===== config.mk =====
export PLATFORM = sky130hd
export DESIGN_NAME = tone_decoder
export DESIGN_NICKNAME = d
export VERILOG_FILES = /design/src/rtl/tone_decoder.sv
export SDC_FILE = /design/constraint.sdc
export NUM_CORES = 1
export LEC_CHECK = 0
export CAP_MARGIN = 20
export CORE_MARGIN = 3
export CORE_UTILIZATION = 60
export DETAILED_ROUTE_END_ITERATION = 10
export PLACE_DENSITY_LB_ADDON = 0.05
export SYNTH_ARGS = -nofsm -noshare
export SYNTH_HDL_FRONTEND = slang
export SYNTH_SLANG_ARGS = --single-unit

===== constraint.sdc =====
create_clock -name clk -period 5.4 [get_ports clk]
set_input_delay 0.81 -clock clk [delete_from_list [all_inputs] [get_ports clk]]
set_output_delay 0.81 -clock clk [all_outputs]
set_load 0.01 [all_outputs]

===== src/rtl/tone_decoder.sv =====
// Square-wave tone decoder: measures the period of a one-bit tone input,
// locks after two consistent periods and reports half-period ticks.
module tone_decoder #(
  parameter int unsigned WIDTH      = 18,
  parameter int unsigned TOL        = 2,
  parameter int unsigned MIN_PERIOD = 4,
  parameter int unsigned TIMEOUT    = 400000
) (
  input  logic             clk,
  input  logic             clr,
  input  logic             sound_in,
  output logic [WIDTH-1:0] ticks,
  output logic             silent,
  output logic             note_valid
);

  localparam int unsigned CW = WIDTH + 1;
  localparam logic [CW-1:0] CNT_MAX = {CW{1'b1}};

  typedef enum logic [1:0] {
    S_SILENT,
    S_ARM,
    S_CONFIRM,
    S_LOCKED
  } state_e;

  state_e            state_q;
  logic              meta_q;
  logic              sync_q;
  logic              prev_q;
  logic              rise_q;
  logic [CW-1:0]     cnt_q;
  logic [CW-1:0]     cnt_d;
  logic [CW-1:0]     cand_q;
  logic [CW-1:0]     diff_c;
  logic [WIDTH-1:0]  half_c;
  logic [WIDTH-1:0]  ticks_q;
  logic              silent_q;
  logic              note_valid_q;
  logic              accept_c;
  logic              match_c;
  logic              timeout_c;
  logic              arm_rise_c;

  // Two-flop synchronizer, delay stage and registered rising-edge flag.
  always_ff @(posedge clk or negedge clr) begin
    if (!clr) begin
      meta_q <= 1'b0;
      sync_q <= 1'b0;
      prev_q <= 1'b0;
      rise_q <= 1'b0;
    end else begin
      meta_q <= sound_in;
      sync_q <= meta_q;
      prev_q <= sync_q;
      rise_q <= sync_q & ~prev_q;
    end
  end

  always_comb begin
    arm_rise_c = rise_q && (state_q == S_SILENT);
    accept_c   = rise_q && (cnt_q >= CW'(MIN_PERIOD));
    diff_c     = (cnt_q >= cand_q) ? (cnt_q - cand_q) : (cand_q - cnt_q);
    match_c    = (diff_c <= CW'(TOL));
    timeout_c  = (state_q != S_SILENT) && !accept_c && (cnt_q == CW'(TIMEOUT));
    half_c     = cnt_q[WIDTH:1];
  end

  // Period counter: cleared on arming, restarted on accepted rises, saturating.
  always_comb begin
    cnt_d = cnt_q;
    if (arm_rise_c) begin
      cnt_d = '0;
    end else if (accept_c) begin
      cnt_d = CW'(1);
    end else if (cnt_q != CNT_MAX) begin
      cnt_d = cnt_q + CW'(1);
    end
  end

  always_ff @(posedge clk or negedge clr) begin
    if (!clr) begin
      cnt_q <= '0;
    end else begin
      cnt_q <= cnt_d;
    end
  end

  // Lock FSM; the strobe fires only when the reported note actually changes.
  always_ff @(posedge clk or negedge clr) begin
    if (!clr) begin
      state_q      <= S_SILENT;
      cand_q       <= '0;
      ticks_q      <= '0;
      silent_q     <= 1'b1;
      note_valid_q <= 1'b0;
    end else begin
      note_valid_q <= 1'b0;
      if (timeout_c) begin
        state_q      <= S_SILENT;
        ticks_q      <= '0;
        silent_q     <= 1'b1;
        note_valid_q <= ~silent_q;
      end else if (arm_rise_c) begin
        state_q <= S_ARM;
      end else if (accept_c) begin
        unique case (state_q)
          S_ARM: begin
            cand_q  <= cnt_q;
            state_q <= S_CONFIRM;
          end
          S_CONFIRM: begin
            if (match_c) begin
              state_q      <= S_LOCKED;
              ticks_q      <= half_c;
              silent_q     <= 1'b0;
              note_valid_q <= silent_q || (half_c != ticks_q);
            end else begin
              cand_q <= cnt_q;
            end
          end
          S_LOCKED: begin
            if (!match_c) begin
              cand_q  <= cnt_q;
              state_q <= S_CONFIRM;
            end
          end
          default: begin
            state_q <= state_q;
          end
        endcase
      end
    end
  end

  assign ticks      = ticks_q;
  assign silent     = silent_q;
  assign note_valid = note_valid_q;

endmodule


==> results_dict.tcl <==
set metrics [dict create \
    run_status "finished clean" \
    clockPowerShare_pct 14.2 \
    use_met2_pct 47.4 \
    h-tree-depth 3 \
    met3_usage_pct 4.18 \
    switching_share_pct 47.3 \
    busiest_layer "met2" \
    numPortBuffers 22 \
    synth.distinct_cells 71 \
    vias_per_cell 6.37 \
    crit_path_top_delay_cell "ha_1" \
    critPathBufInv 2 \
    fin_tns_setup_ns 0 \
    wl_mm 14.3 \
    drive_gt1_share_pct 7.05 \
    fp.coreArea_um2 8260 \
    period_share_pct 85.0 \
    p_per_area_nw_per_um2 531 \
    synth_area_per_cell_um2 8.86 \
    dp_slack_ns 0.905 \
    r2r-start "cnt_q[4]" \
    grt_remaining_overflow 0 \
    slowest_delay_ns 0.59 \
    grt_use_met1_pct 41.0 \
    switching_power_uw 1410 \
    die_area_um2 9730 \
    fp-row-count 33 \
    routabilityCongestion 0.957 \
    p_seq_share_pct 19.8 \
    grt_use_total_pct 30.3 \
    ir_worst_vdd_mv 0.390 \
    critPathKind "flip-flop to flip-flop" \
    dp_hpwl_mm 10.9 \
    grt_pass1_vias 4401 \
    final_common_cell "dfrtp_1" \
    antenna_cells 0 \
    seq_area_frac_synth_pct 31.1 \
    root_buffer "clkbuf_8" \
    pin_count 23 \
    ctsHoldBuffers 0 \
    syn-num-nets 625 \
    p_comb_share_pct 66.0 \
    grt_first_pass_wirelength_mm 23.2 \
    cts.sinks 64 \
    end_kind "flip-flop" \
    yosys.area.top_type "dfrtp_1" \
    synth.top_cell.area_share_pct 30.6 \
    tightestPinTransition_ns 0.939 \
    yosys-top-cells-area "dfrtp_1 31%, ha_1 9.5%, mux2i_1 7.4%, xor2_1 4.3%, xnor2_1 4.1%" \
    numCtsBuffers 9 \
    final_cell_mix "63 x dfrtp_1, 52 x nand2_1, 48 x inv_1" \
    cts_tree "built" \
    ys_seq_elements 64 \
    crit_path_start_kind "flip-flop" \
    drv_slew 0 \
    p_total_uw 2970 \
    netlist_area_um2 5150 \
    clkTransAtPathRegs_ns 0.07 \
    ctsResizeCount 0 \
    max-cap-violations 0 \
    first_iter_violations 207 \
    fillCellCount 649 \
    yosys_warnings 0 \
    via_count 4462 \
    worst-endpoint-arrival_ns 4.85 \
    power_leakage_uw 0.00274 \
    cp-startpoint "cnt_q[4]" \
    path_delay_family "compound AO/OA/AOI/OAI gates" \
    drc 0 \
    required_ns 5.66 \
    ctsLongestPathBuffers 2 \
    final_util_pct 67.7 \
    hp-start "meta_q" \
    p_int_uw 1560 \
    setup_violations 0 \
    max_slew_margin_pct 37.4 \
    synth_edf_count 0 \
    area_delta_synth_final_pct 8.68 \
    first_pass_iters 5 \
    fp.dieH_um 98.6 \
    final-hold-violation-count 0 \
    finalWorstSetupSlack_ns 0.812 \
    crit_chain "inv_1 > ha_1 > and3_1 > o21ai_1 > a211o_1 > a21bo_2 > a221oi_1 > nor3_1 > nor4b_1 > nand4b_1 > o21a_1 > buf_4 > mux2i_1" \
    synth-main-ff-cell "dfrtp_1" \
    syn_inst 581 \
    fmax_mhz 218 \
    die_x_um 98.6 \
    reg2reg_slack_ns 0.81 \
    antenna_found_initial 0 \
    route.detailed.wl_per_inst_um 20.4 \
    cts_setup_buffers 0 \
    start_util_pct 62.3 \
    ys_async_sr_fraction_pct 100 \
    grt_max_degree 65 \
    clock_latency_ns 0.35 \
    ant_nets 0 \
    skew_ns 0.0102 \
    hp-class "flip-flop to flip-flop" \
    rsz0062_at_grt "no" \
    nets 635 \
    crit_path_max_fanout 13 \
    period_minus_slack_ns 4.59 \
]
-- stage by stage --
step                      cell area (um^2)  cells  hold WS [ns]
after floorplan                       5150    581         0.331
final                                 5590    701         0.353
after CTS                             5590    701         0.356
after detailed placement              5390    685         0.339
after global routing                  5590    701         0.358
after global placement                5390    685         0.344
-- sequential cells by signal, indices dropped and copies added, names as in the netlist --
name and flops:
sync_q 1, prev_q 1, meta_q 1, ticks 18, silent 1, state_q 2
cnt_q 19, rise_q 1, note_valid 1, cand_q 19
-- synthesized netlist by cell type (2+ instances only) --
master     instances
or3_1              3
inv_1             48
o21ai_0           18
nor4_1            11
o211ai_1           2
buf_6              3
and4_1             3
a2111oi_2          2
nand4_1           12
clkbuf_1          10
and3_1             3
nand3_1           12
or4_4              2
nand2_1           52
nor2_1            37
buf_2             12
a21oi_1           34
buf_4              3
nand2b_1           3
xor2_1            25
a31oi_1            6
a211oi_1           2
and2_1             4
o21ai_1            2
o41ai_1            2
a221oi_1           4
o21bai_1           3
nand4b_1           2
fa_1               2
a2111oi_0          2
ha_1              39
mux2_2             2
nor3b_1            3
nor3_1            12
dfrtp_1           63
a21o_1            21
mux2i_1           38
xnor2_1           24
nor2b_1            9
or4_1              3
a211o_1            2
o21a_1            12
-- power by group through the flow --
stage                     combinational [uW]  clock (uW)  sequential (uW)
after global routing                    2140         448              594
final                                   1960         421              587
after CTS                               1940         425              586
after global placement                  1910           0              591
after floorplan                         1500           0              559
after detailed placement                1930           0              595
-- cells by family (layout without fill, tap and decap cells) --
logic type,after synthesis,in the layout,share of synthesized area (%)
AO/OA/AOI/OAI,128,128,17.4
buffers and inverters,77,92,6.56
XOR/XNOR,49,49,8.34
AND/OR/NAND/NOR,182,182,18.5
flip-flops,64,64,31.1
multiplexers,40,40,7.83
adder cells (fa/ha/maj),41,41,10.3
-- worst paths after layout --
path / to / cells past startpoint
min reg2reg: sync_q / 0
max in group asynchronous: cand_q[6] / 2
max: cand_q[2] / 13
min: sync_q / 0
max reg2reg: cand_q[2] / 13
min in group asynchronous: cand_q[16] / 2
-- final cells by class --
cell class / instances / area [um^2] / area share (%)
Multi-Input combinational cell: 440 / 3210 / 57.4
Sequential cell: 64 / 1600 / 28.7
Inverter: 48 / 180 / 3.22
Clock buffer: 11 / 151 / 2.71
Tap cell: 105 / 131 / 2.35
Timing Repair Buffer: 28 / 260 / 4.65
Clock inverter: 5 / 55.1 / 0.984
-- metal layers --
metal / share of wire [%] / wire [um] / up-vias
li1: - / - / 2064
met1: 43 / 6190 / 2150
met2: 46 / 6590 / 195
met3: 5.8 / 823 / 53
met4: 4.8 / 685 / 0
met5: 0 / 0 / -
(Power assumes the default switching activity.)
